--- src/rtl/can_ifs_pkg.sv ---
`default_nettype none
// ============================================================================
// Module      : can_ifs_pkg
// Description : Shared types and default constants for the CAN interframe
//               space controller. Holds the 3-bit interframe state encoding,
//               the default parameter values and a small integer max helper
//               that is used to size the recessive bit counter.
// Revision    : 1.0 - initial release
// ============================================================================
package can_ifs_pkg;

    typedef enum logic [2:0] {
        S_INTEGRATE     = 3'd0,
        S_WAIT_EOF      = 3'd1,
        S_INTERMISSION  = 3'd2,
        S_OVERLOAD_WAIT = 3'd3,
        S_SUSPEND       = 3'd4,
        S_BUS_IDLE      = 3'd5
    } ifs_state_t;

    localparam int c_DEF_INTERMISSION_BITS = 3;
    localparam int c_DEF_SUSPEND_BITS      = 8;
    localparam int c_DEF_IDLE_DETECT_BITS  = 11;
    localparam int c_DEF_MAX_OVERLOADS     = 2;

    function automatic int ifs_max(input int a, input int b);
        return (a > b) ? a : b;
    endfunction

endpackage
`default_nettype wire

--- src/rtl/recessive_bit_counter.sv ---
`default_nettype none
// ============================================================================
// Module      : recessive_bit_counter
// Description : Counts recessive bit samples for the interframe controller.
//               One instance is time-shared by the integration, intermission
//               and suspend phases; the caller selects the terminal value.
// Ports       : clk, rst      - clock, asynchronous active-high reset
//               clear         - synchronous clear, wins over count_en
//               count_en      - count one recessive sample this cycle
//               term_value    - number of recessive bits that ends the phase
//               count         - current count (registered)
//               term_hit      - this cycle's sample is the terminal one
// Revision    : 1.0 - initial release
// ============================================================================
module recessive_bit_counter
    import can_ifs_pkg::*;
#(
    parameter int CNT_W = 4
) (
    input  logic             clk,
    input  logic             rst,
    input  logic             clear,
    input  logic             count_en,
    input  logic [CNT_W-1:0] term_value,
    output logic [CNT_W-1:0] count,
    output logic             term_hit
);

    logic [CNT_W-1:0] r_count;
    logic [CNT_W-1:0] w_count_inc;

    assign w_count_inc = r_count + CNT_W'(1);

    // Terminal is flagged on the sample that completes the run, so the
    // owning FSM can change phase on the same edge the count would reach it.
    assign term_hit = count_en && (w_count_inc == term_value);
    assign count    = r_count;

    always_ff @(posedge clk or posedge rst) begin
        if (rst) begin
            r_count <= '0;
        end else if (clear) begin
            r_count <= '0;
        end else if (count_en) begin
            r_count <= w_count_inc;
        end
    end

endmodule
`default_nettype wire

--- src/rtl/interframe_controller.sv ---
`default_nettype none
// ============================================================================
// Module      : interframe_controller
// Description : CAN interframe space controller. Handles bus integration,
//               intermission, suspend transmission, overload detection and
//               bus-idle / start-of-frame signalling. All outputs registered.
// Macro       : IFS_OVERLOAD_EN - when defined, dominant bits early in the
//               intermission request overload frames; otherwise they are
//               treated as start of frame and the overload outputs are 0.
// Ports       : clk, rst (async, active-high), enable, sample_point, rx_bit,
//               frame_complete, overload_end, was_transmitter,
//               is_error_passive, tx_pending  -> inputs
//               ifs_state, bit_counter, bus_idle, sof_detected, tx_start,
//               overload_request, overload_count, overload_limit,
//               integrated -> outputs
// Revision    : 1.0 - initial release
// ============================================================================
module interframe_controller
    import can_ifs_pkg::*;
#(
    parameter int INTERMISSION_BITS = c_DEF_INTERMISSION_BITS,
    parameter int SUSPEND_BITS      = c_DEF_SUSPEND_BITS,
    parameter int IDLE_DETECT_BITS  = c_DEF_IDLE_DETECT_BITS,
    parameter int MAX_OVERLOADS     = c_DEF_MAX_OVERLOADS,
    parameter int CNT_W             = $clog2(ifs_max(IDLE_DETECT_BITS, SUSPEND_BITS) + 1)
) (
    input  logic             clk,
    input  logic             rst,
    input  logic             enable,
    input  logic             sample_point,
    input  logic             rx_bit,
    input  logic             frame_complete,
    input  logic             overload_end,
    input  logic             was_transmitter,
    input  logic             is_error_passive,
    input  logic             tx_pending,
    output logic [2:0]       ifs_state,
    output logic [CNT_W-1:0] bit_counter,
    output logic             bus_idle,
    output logic             sof_detected,
    output logic             tx_start,
    output logic             overload_request,
    output logic [1:0]       overload_count,
    output logic             overload_limit,
    output logic             integrated
);

    ifs_state_t       r_state;
    ifs_state_t       w_next_state;
    logic             r_bus_idle, r_sof, r_tx_start, r_integrated, r_tx_pending_d;
    logic             w_sof, w_tx_start, w_integrated;
    logic             w_fc_take, w_sample, w_rec, w_dom;
    logic             w_count_en, w_clear, w_term_hit, w_ovl_trigger;
    logic [CNT_W-1:0] w_term_value, w_count;

    // A frame_complete that the current phase acts on swallows any sample
    // arriving in the same cycle.
    assign w_fc_take  = frame_complete && (r_state inside {S_WAIT_EOF, S_INTERMISSION,
                                                           S_SUSPEND, S_BUS_IDLE});
    assign w_sample   = sample_point && !w_fc_take;
    assign w_rec      = w_sample && rx_bit;
    assign w_dom      = w_sample && !rx_bit;
    assign w_count_en = w_rec && (r_state inside {S_INTEGRATE, S_INTERMISSION, S_SUSPEND});

    always_comb begin
        case (r_state)
            S_INTEGRATE: w_term_value = CNT_W'(IDLE_DETECT_BITS);
            S_SUSPEND:   w_term_value = CNT_W'(SUSPEND_BITS);
            default:     w_term_value = CNT_W'(INTERMISSION_BITS);
        endcase
    end

    // Counter restarts on every phase change, on a restarting frame_complete
    // and on any dominant bit while integrating.
    assign w_clear = !enable || w_fc_take || (w_next_state != r_state)
                     || ((r_state == S_INTEGRATE) && w_dom);

    recessive_bit_counter #(
        .CNT_W (CNT_W)
    ) u_counter (
        .clk        (clk),
        .rst        (rst),
        .clear      (w_clear),
        .count_en   (w_count_en),
        .term_value (w_term_value),
        .count      (w_count),
        .term_hit   (w_term_hit)
    );

`ifdef IFS_OVERLOAD_EN
    logic [1:0] r_ovl_count;
    logic       r_ovl_req, r_ovl_limit;
    logic       w_early_bit, w_ovl_room;

    // Bit index inside the intermission equals the recessive count so far.
    assign w_early_bit   = (w_count < CNT_W'(INTERMISSION_BITS - 1));
    assign w_ovl_room    = (32'(r_ovl_count) < MAX_OVERLOADS);
    assign w_ovl_trigger = (r_state == S_INTERMISSION) && w_dom && w_early_bit;

    always_ff @(posedge clk or posedge rst) begin
        if (rst) begin
            r_ovl_count <= 2'd0;
            r_ovl_req   <= 1'b0;
            r_ovl_limit <= 1'b0;
        end else if (!enable) begin
            r_ovl_count <= 2'd0;
            r_ovl_req   <= 1'b0;
            r_ovl_limit <= 1'b0;
        end else begin
            r_ovl_req   <= 1'b0;
            r_ovl_limit <= 1'b0;
            if (w_ovl_trigger) begin
                if (w_ovl_room) begin
                    r_ovl_count <= r_ovl_count + 2'd1;
                    r_ovl_req   <= 1'b1;
                end else begin
                    r_ovl_limit <= 1'b1;
                end
            end else if ((r_state == S_INTERMISSION) && w_term_hit) begin
                r_ovl_count <= 2'd0;
            end
        end
    end

    assign overload_request = r_ovl_req;
    assign overload_count   = r_ovl_count;
    assign overload_limit   = r_ovl_limit;
`else
    logic w_unused;
    assign w_unused         = overload_end ^ (MAX_OVERLOADS != 0);
    assign w_ovl_trigger    = 1'b0;
    assign overload_request = 1'b0;
    assign overload_count   = 2'd0;
    assign overload_limit   = 1'b0;
`endif

    // State register
    always_ff @(posedge clk or posedge rst) begin
        if (rst) begin
            r_state <= S_INTEGRATE;
        end else begin
            r_state <= w_next_state;
        end
    end

    // Next-state logic
    always_comb begin
        w_next_state = r_state;
        case (r_state)
            S_INTEGRATE: begin
                if (w_term_hit) w_next_state = S_BUS_IDLE;
            end
            S_WAIT_EOF: begin
                if (w_fc_take) w_next_state = S_INTERMISSION;
            end
            S_INTERMISSION: begin
                if (w_fc_take) begin
                    w_next_state = S_INTERMISSION;
                end else if (w_term_hit) begin
                    w_next_state = (was_transmitter && is_error_passive) ? S_SUSPEND : S_BUS_IDLE;
                end else if (w_dom) begin
`ifdef IFS_OVERLOAD_EN
                    if (w_ovl_trigger && w_ovl_room) w_next_state = S_OVERLOAD_WAIT;
                    else
`endif
                    w_next_state = S_WAIT_EOF;
                end
            end
`ifdef IFS_OVERLOAD_EN
            S_OVERLOAD_WAIT: begin
                if (overload_end) w_next_state = S_INTERMISSION;
            end
`endif
            S_SUSPEND: begin
                if (w_fc_take)       w_next_state = S_INTERMISSION;
                else if (w_term_hit) w_next_state = S_BUS_IDLE;
                else if (w_dom)      w_next_state = S_WAIT_EOF;
            end
            S_BUS_IDLE: begin
                if (w_fc_take)  w_next_state = S_INTERMISSION;
                else if (w_dom) w_next_state = S_WAIT_EOF;
            end
            default: w_next_state = S_INTEGRATE;
        endcase
        if (!enable) w_next_state = S_INTEGRATE;
    end

    // Output logic (values registered below)
    always_comb begin
        w_sof        = 1'b0;
        w_tx_start   = 1'b0;
        w_integrated = r_integrated;
        case (r_state)
            S_INTEGRATE: begin
                if (w_term_hit) w_integrated = 1'b1;
            end
            S_INTERMISSION: begin
                if (!w_fc_take && (w_next_state == S_BUS_IDLE)) w_tx_start = tx_pending;
                // Limit hit also lands in WAIT_EOF but is not a frame start.
                if ((w_next_state == S_WAIT_EOF) && !w_ovl_trigger) w_sof = 1'b1;
            end
            S_SUSPEND: begin
                if (w_next_state == S_BUS_IDLE) w_tx_start = tx_pending;
                if (w_next_state == S_WAIT_EOF) w_sof = 1'b1;
            end
            S_BUS_IDLE: begin
                if (w_next_state == S_WAIT_EOF) begin
                    w_sof = 1'b1;
                end else if ((w_next_state == S_BUS_IDLE) && tx_pending && !r_tx_pending_d) begin
                    w_tx_start = 1'b1;
                end
            end
            default: ;
        endcase
        if (!enable) begin
            w_sof        = 1'b0;
            w_tx_start   = 1'b0;
            w_integrated = 1'b0;
        end
    end

    always_ff @(posedge clk or posedge rst) begin
        if (rst) begin
            r_bus_idle     <= 1'b0;
            r_sof          <= 1'b0;
            r_tx_start     <= 1'b0;
            r_integrated   <= 1'b0;
            r_tx_pending_d <= 1'b0;
        end else begin
            r_bus_idle     <= (w_next_state == S_BUS_IDLE);
            r_sof          <= w_sof;
            r_tx_start     <= w_tx_start;
            r_integrated   <= w_integrated;
            r_tx_pending_d <= tx_pending;
        end
    end

    assign ifs_state    = r_state;
    assign bit_counter  = w_count;
    assign bus_idle     = r_bus_idle;
    assign sof_detected = r_sof;
    assign tx_start     = r_tx_start;
    assign integrated   = r_integrated;

endmodule
`default_nettype wire

--- config.mk ---
export PLATFORM = sky130hd
export DESIGN_NAME = interframe_controller
export DESIGN_NICKNAME = d
export VERILOG_FILES = /design/src/rtl/can_ifs_pkg.sv /design/src/rtl/recessive_bit_counter.sv /design/src/rtl/interframe_controller.sv
export SDC_FILE = /design/constraint.sdc
export NUM_CORES = 1
export LEC_CHECK = 0
export CORE_MARGIN = 4
export CORE_UTILIZATION = 45
export DETAILED_ROUTE_END_ITERATION = 8
export HOLD_SLACK_MARGIN = 0.1
export PLACE_DENSITY = 0.81
export SLEW_MARGIN = 20
export SYNTH_ARGS = -nofsm -noshare
export SYNTH_HDL_FRONTEND = slang
export SYNTH_SLANG_ARGS = --single-unit
--- constraint.sdc ---
create_clock -name clk -period 1.9 [get_ports clk]
set_input_delay 0.19 -clock clk [delete_from_list [all_inputs] [get_ports clk]]
set_output_delay 0.19 -clock clk [all_outputs]
set_load 0.05 [all_outputs]
==> Word-level counts from Yosys, hierarchy flattened <==
Index checks and enable logic that the tools add are counted.
{ "word_totals": {"register_bits": 12, "elab_cells": 68} }
{ "op_classes": {"eq_ne": 10, "mux": 26, "n_reduce_logical": 24, "add_sub_neg": 1} }
{ "op_table": {"columns": ["cell", "count"], "rows": [
  ["$mux W3", 9],
  ["$pmux W3 S5", 1],
  ["$mux W1", 12],
  ["$logic_and A1 B1 Y1", 11],
  ["$eq A3 B3 Y1 const B", 3],
  ["$mux W4", 2],
  ["$pmux W4 S2", 1],
  ["$eq A3 B1 Y1 const B", 2],
  ["$add A4 B1 Y4 const B", 1],
  ["$eq A4 B4 Y1", 1],
  ["$logic_not A1 Y1", 4],
  ["$ne A2 B1 Y1 const B", 2],
  ["$reduce_bool A4 Y1", 1],
  ["$eq A3 B2 Y1 const B", 1],
  ["$logic_not A3 Y1", 1],
  ["$logic_or A1 B1 Y1", 3],
  ["$ne A3 B3 Y1", 1],
  ["$pmux W1 S3", 1],
  ["$reduce_bool A3 Y1", 1],
  ["$reduce_or A3 Y1", 1],
  ["$reduce_and A2 Y1", 1],
  ["$reduce_bool A2 Y1", 1]
]} }

==> Logic depth before layout (Yosys ltp) <==
Gate-level depths: netlist (run 1).
{ "logic_depth": {"depth_word": 19, "mapped_depth": 5, "mapped_depth_nobuf": 5} }

==> By module <==
Synthesis (run 1) repeated with hierarchy kept, for this count alone.
{ "hier_totals": {"hier_cells": 88, "area_unflattened_um2": 809.5} }
{ "by_module_without_submodules": {"columns": ["module", "seq_area_each_um2", "area_per_inst_um2", "cells_each", "instances"], "rows": [
  ["interframe_controller", 200.2, 559.3, 63, 1],
  ["recessive_bit_counter", 100.1, 250.2, 25, 1]
]} }

==> Worst setup path after synthesis (run 1) <==
No wires, ideal clock.
{ "synth_path": {"path_kind": "register to register", "from": "register u_counter.r_count[0], in the netlist u_counter.count[0]", "to": "register r_bus_idle, in the netlist bus_idle", "synth_period_minus_slack_ns": 1.887, "t_required_ns": 1.796, "stages_incl_launch_ff": 6, "slack_ns": 0.013, "t_arrival_ns": 1.783, "path_buffers": 0, "cell_sequence": "dfrtp_1 > ha_1 > nand2b_1 > mux2i_1 > nand3_2 > a221oi_1"} }
{ "synth_between": {"elab_chain_len": 8, "word_cells_on_any_way": 11, "classes_between": "1 x add/sub; 2 x eq/ne; 7 x mux; 1 x reduce/logical"} }
{ "synth_lines": {"columns": ["element", "line_no", "rtl"], "rows": [
  ["start: declaration", "recessive_bit_counter.sv:29", "logic [CNT_W-1:0] r_count;"],
  ["start signal: assignment", "recessive_bit_counter.sv:45", "r_count <= w_count_inc;"],
  ["$add A4 B1 Y4 *", "recessive_bit_counter.sv:32", "assign w_count_inc = r_count + CNT_W'(1);"],
  ["$eq A4 B4 Y1 *", "recessive_bit_counter.sv:36", "assign term_hit = count_en && (w_count_inc == term_value);"],
  ["$logic_and A1 B1 Y1 *", "recessive_bit_counter.sv:36", null],
  ["$mux W3 (on tied branches)", "interframe_controller.sv:176, interframe_controller.sv:159", null],
  ["$mux W3 (on tied branches)", "interframe_controller.sv:175, interframe_controller.sv:157", null],
  ["$pmux W3 S5 *", "interframe_controller.sv:149", "case (r_state)"],
  ["$mux W3 *", "interframe_controller.sv:185", "if (!enable) w_next_state = S_INTEGRATE;"],
  ["$eq A3 B3 Y1 *", "interframe_controller.sv:230", "r_bus_idle <= (w_next_state == S_BUS_IDLE);"],
  ["end signal: assignment", "interframe_controller.sv:230", null],
  ["end: declaration", "interframe_controller.sv:50", "logic r_bus_idle, r_sof, r_tx_start, r_integrated, r_tx_pending_d;"]
]} }
Every way passes the cells marked *; elsewhere a longest branch is shown, timed or not.
A chain may end at the register's enable or synchronous reset.

==> Final worst setup path (run 1) <==
{ "layout_path": {"from": "register r_state[2], in the netlist ifs_state[2]", "to": "output port ifs_state[2]"} }
{ "layout_lines": {"columns": ["element", "line_no", "rtl"], "rows": [
  ["start: declaration", "interframe_controller.sv:48", "ifs_state_t r_state;"],
  ["start signal: assignment", "interframe_controller.sv:142", "r_state <= w_next_state;"],
  ["end: declaration", "interframe_controller.sv:37", "output logic [2:0] ifs_state,"]
]} }
No word-level cell between the ends.

==> out/metrics.csv, run 1 <==
metric;value;unit
P_int;0.0004214;W
sequential share of power;45.2;%
core area;0.001745;mm²
final WL;1839;µm
Worst Path Max Fanout;9;
TNS Setup;0;ps
IO Pins;25;
Avg WL per Cell;13.23;µm
Synth Area in Compound Gates;18.10;%
Worst path slowest cell;clkdlybuf4s50_1;
nature of the critical path startpoint;register;
Worst Path Buf+Inv;1;
1st-iter DRT viols;12;
Worst-Skew Late Latency;270;ps
initial antenna violation count;0;
Sink Count;12;
H-Tree Depth;1;
root buffer cell;clkbuf_4;
Tot Pwr;0.0005854;W
slowest stage delay, CP;830;ps
nets@finish;126;
synthesis-stage register bit count;12;
CP Class;register to output port;
pin count of the biggest net entering global routing;13;
yosys warns;0;
Critical Path End Type;output port;
Buffers on Ports;19;
Initial Utilization;47.53;%
Mean Syn Cell Area;9.321;µm²
DIE AREA;0.002594;mm²
dpl hpwl;1422;µm
clock-pin slew on the worst setup and hold paths;80;ps
global-route wire length before repair;3249;µm
Arrival @ worst endpoint;1560;ps
via count;724;
vias in the first global route;712;
die height;50.94;µm
dpl cell area;0.001056;mm²
Largest delay share family, worst path;buffers and inverters;
Post-synth EDFFs;0;
GRT Residual Overflow;0;
worst hold margin;208.9;ps
peak supply drop;0.4854;mV
max_slew headroom;66.67;%
gp weighted congestion;0.9105;
status;finished clean;
worst path cell trace;clkdlybuf4s50_1;
clk_skew;8.013;ps
static leakage;0.4699;nW
cell area after layout;0.001114;mm²
area share of xor/xnor cells in the synthesized design;6.938;%
sw frac;28.02;%
DP Cell Count;135;
ys async rst share;100.0;%
worst reg2reg path startpoint;ifs_state[2];
worst flop-to-flop path endpoint;bus_idle;
Routed Antenna Nets;0;
most common cell after layout, fill and taps aside;clkdlybuf4s50_1;
r2r worst-path depth;4;
combinational family with the most area after synthesis;simple AND/OR/NAND/NOR gates;
Slew Viols, Final;0;
Post-Layout Cell Count;139;
fin crit share;92.15;%
ANT cells;0;
final hold vios;0;
area share of fa/ha/maj cells after synthesis;2.866;%
measured slew at the worst slew-check pin;498.4;ps
total CTS buffers;3;
fill count;162;
Reg2Reg Setup Slack;180;ps
RSZ-0062 raised after global routing;no;
share of cells above drive strength 1;19.30;%
maxcap violations;0;
post-synth cell types;40;
Top FF cell, synth;dfrtp_1;
Cells after Synth;89;
area grow syn2layout;34.24;%
worst endpoint required time;1710;ps
Setup-failing EPs final;0;
Post-CTS Setup Inserts;0;
Final min period;1751;ps
mux share of post-synthesis cell area;3.620;%
PwrDens;525.7;mW/mm²
clock power share;34.9;%
Fmax;571.2;MHz
logic gate share of total power;19.9;%
min-delay worst type;input port to async pin;
Sw Pwr;0.0001641;W
Total Routing Usage GR;16.32;%
via density per instance;5.209;
row count;15;
CTS tree;yes;
Bufs on Longest Clock Path;2;
Cell Area, Synth;829.5;µm²
most frequent cells in the layout;clkdlybuf4s50_1 (17), dfrtp_1 (10), nor2_1 (8);
DRC Markers;0;
Synth Area in Simple Gates;25.34;%
TritonRoute pass-1 iters;4;
die width;50.94;µm
post-synthesis sequential area ratio;36.20;%
-- cell families after synthesis --
kind of cell / count (synthesis)
XOR/XNOR: 5
multiplexers: 3
other: 1
buffers and inverters: 10
adder cells (fa/ha/maj): 2
AND/OR/NAND/NOR: 35
flip-flops: 12
AO/OA/AOI/OAI: 21
-- registers in the layout (all words and copies together) (netlist names) --
signal and cells:
u_counter.count 4, ifs_state 3, sof_detected 1, r_tx_pending_d 1, integrated 1, bus_idle 1, tx_start 1
-- final cells by class --
| cell class | instances | area [µm²] | area share (%) |
|---|---|---|---|
| Multi-Input combinational cell | 70 | 505.5 | 45.39 |
| Tap cell | 25 | 31.28 | 2.809 |
| Timing Repair Buffer | 24 | 222.7 | 20.00 |
| Clock buffer | 4 | 36.28 | 3.258 |
| Sequential cell | 12 | 302.8 | 27.19 |
| Inverter | 4 | 15.01 | 1.348 |
-- Yosys cell counts, drive strengths merged (2+ instances only) --
library cell,count,share of area (%)
nand2,5,2.3
buf,5,4.2
nand2b,5,3.8
a221oi,2,2.1
nor2b,2,1.5
xnor2,3,3.2
inv,4,1.8
mux2i,3,3.6
o31ai,2,1.8
nor3,4,2.4
o21ai,2,1.2
nor3b,2,1.8
dfrtp,12,36
a21oi,6,3.6
nand3,2,1.8
nor2,8,3.6
-- metal layers --
metal	global-route usage, %	vias to the layer above	wire length (µm)
li1	-	367	-
met1	20.36	336	828
met2	27.90	21	922
met3	5.539	0	89
met4	1.794	0	0
met5	0	-	0
-- power by group through the flow --
stage / logic [W] / clock network (W) / registers (W)
4_1_cts: 0.000109 / 0.000209 / 0.000265
2_1_floorplan: 0.0000645 / 0 / 0.000282
3_3_place_gp: 0.000107 / 0 / 0.000270
3_5_place_dp: 0.000108 / 0 / 0.000270
6_report: 0.000116 / 0.000204 / 0.000265
5_1_grt: 0.000126 / 0.000226 / 0.000266
-- worst max path at each step --
stage / from / end / cells after the start
finish: ifs_state[2] / ifs_state[2] / 1
CTS: ifs_state[2] / ifs_state[2] / 1
global route: ifs_state[2] / bus_idle / 4
floorplan: u_counter.count[0] / bus_idle / 5
global placement: frame_complete / bus_idle / 5
detailed placement: frame_complete / bus_idle / 5
-- through the flow --
| step | utilization (%) | setup WS [ps] |
|---|---|---|
| 6_report | 63.80 | 149.2 |
| 3_3_place_gp | 60.50 | 36.83 |
| 3_5_place_dp | 60.50 | 29.96 |
| 2_1_floorplan | - | 13.24 |
| 4_1_cts | 62.58 | 55.59 |
| 5_1_grt | 63.80 | 7.295 |
-- repair_timing --
item	in CTS	in global routing
resized for setup	0	6
hold buffers	0	0
setup endpoints to repair	0	4
Note: power is estimated with default switching activity, not from simulation.
==> run 2: changes to the inputs <==
- CORE_MARGIN: 4 -> unset
==> run 2 against run 1 <==
  * Worst hold slack worse by 5.9 ps
  * Sequential share of layout area about the same
  * Die area down 22%
  * Combinational power down 5%
  * Count of clock-buffer cells in the layout unchanged
  * Largest power group unchanged
  * Highest routed layer is now met4
==> out/metrics.csv, run 2 (synthesized netlist as in run 1, its figures left out) <==
metric;value;unit;change
CTS tree;yes;;
Worst Path Max Fanout;6;;-3
initial antenna violation count;0;;unchanged
worst reg2reg path startpoint;u_counter.count[0];;
die width;44.94;µm;-12%
hold_buf cts;0;;unchanged
Post-CTS Setup Inserts;0;;unchanged
final WL;1963;µm;+6.7%
CP Class;register to register;;
fin crit share;94.94;%;+2.8 points
global-route wire length before repair;3125;µm;-3.8%
Worst-Skew Late Latency;290;ps;+20 ps
Setup-failing EPs final;0;;unchanged
nets@finish;127;;+0.79%
most frequent cells in the layout;clkdlybuf4s50_1 (16), dfrtp_1 (12), nor2_1 (8), buf_4 (8), a21oi_1 (6);;
H-Tree Depth;1;;unchanged
worst endpoint required time;2090;ps;+380 ps
Bufs on Longest Clock Path;2;;unchanged
Slew Viols, Final;0;;unchanged
die height;44.94;µm;-12%
GRT Residual Overflow;0;;unchanged
1st-iter DRT viols;31;;+19
final hold vios;0;;unchanged
max_slew headroom;66.57;%;-0.10 points
Avg WL per Cell;14.02;µm;+6.0%
ANT cells;0;;unchanged
DRC Markers;0;;unchanged
nature of the critical path startpoint;register;;
share of cells above drive strength 1;16.52;%;-2.8 points
pin count of the biggest net entering global routing;13;;unchanged
vias in the first global route;681;;-4.4%
peak supply drop;0.3116;mV;-36%
row count;15;;unchanged
TritonRoute pass-1 iters;4;;unchanged
core area;0.001727;mm²;-1.1%
Critical Path End Type;register;;
post_cts resized;0;;unchanged
Fmax;554.4;MHz;-2.9%
dpl hpwl;1512;µm;+6.3%
Initial Utilization;48.04;%;+0.52 points
via density per instance;5.650;;+8.5%
most common cell after layout, fill and taps aside;clkdlybuf4s50_1;;
gp weighted congestion;0.8585;;-5.7%
r2r worst-path depth;5;;+1
Final min period;1804;ps;+53.09 ps
via count;791;;+9.3%
status;finished clean;;
Finished Core Util;63.91;%;+0.11 points
TNS Setup;0;ps;unchanged
IO Pins;25;;unchanged
root buffer cell;clkbuf_4;;
clk_skew;16.54;ps;+8.530 ps
Worst Slack Setup Final;96.11;ps;-53.09 ps
static leakage;0.5002;nW;+6.5%
Arrival @ worst endpoint;1990;ps;+430 ps
Setup WS pre-CTS;0.2255;ps;-29.73 ps
maxcap violations;0;;unchanged
PwrDens;537.5;mW/mm²;+2.2%
clock-pin slew on the worst setup and hold paths;90;ps;about the same
total CTS buffers;3;;unchanged
CP Launch Point;u_counter.count[0];;
measured slew at the worst slew-check pin;499.9;ps;+1.487 ps
worst hold margin;203.0;ps;-5.934 ps
Sink Count;12;;unchanged
min-delay worst type;input port to async pin;;
DIE AREA;0.002019;mm²;-22%
max reg flops;4;;unchanged
Total Routing Usage GR;22.10;%;+5.8 points
RSZ-0062 raised after global routing;no;;
area grow syn2layout;33.03;%;
Buffers on Ports;19;;unchanged
Routed Antenna Nets;0;;unchanged
==> run 2: report_power, final <==
group	internal, W	switching, W	total, W
clock	0.000117	0.000101	0.000217
combinational	0.0000416	0.0000685	0.000110
sequential	0.000260	0.00000590	0.000266
==> run 2: path summary, 6_finish.rpt <==
check	end	slack [ps]
min in group clk	r_tx_pending_d	390
max	ifs_state[0]	100
max in group asynchronous	r_tx_pending_d	1350
min	u_counter.count[1]	200
max reg2reg	ifs_state[0]	100
min reg2reg	integrated	530
==> run 2: metrics by stage <==
stage               instances  area, µm²  total power (W)
finish                    140       1104        0.0005932
global placement          136       1064        0.0003769
floorplan                  92      840.8        0.0003463
global route              140       1104        0.0006239
CTS                       140       1100        0.0005968
detailed placement        136       1064        0.0003801
==> run 2: cell type report <==
| type | count | area (µm²) |
|---|---|---|
| timing repair buffer | 25 | 232.7 |
| sequential | 12 | 300.3 |
| fill | 163 | 623.1 |
| inverter | 4 | 15.01 |
| multi-input combinational | 70 | 488.0 |
| clock buffer | 4 | 36.28 |
| tap | 25 | 31.28 |
==> run 2: routing by layer <==
metal	share of wire [%]	GRT usage, %	wire (µm)	vias up
met3	7.0	4.800	138	11
met2	48	35.94	937	45
li1	-	-	-	373
met1	41	26.73	814	362
met5	0	0	0	-
met4	3.7	12.73	72	0
==> run 2: critical path, stage by stage (launching register included) <==
cell	delay [ps]
dfrtp_1	450
ha_1	360
nand2b_1	150
mux2i_1	250
nand3_2	180
o31ai_1	320
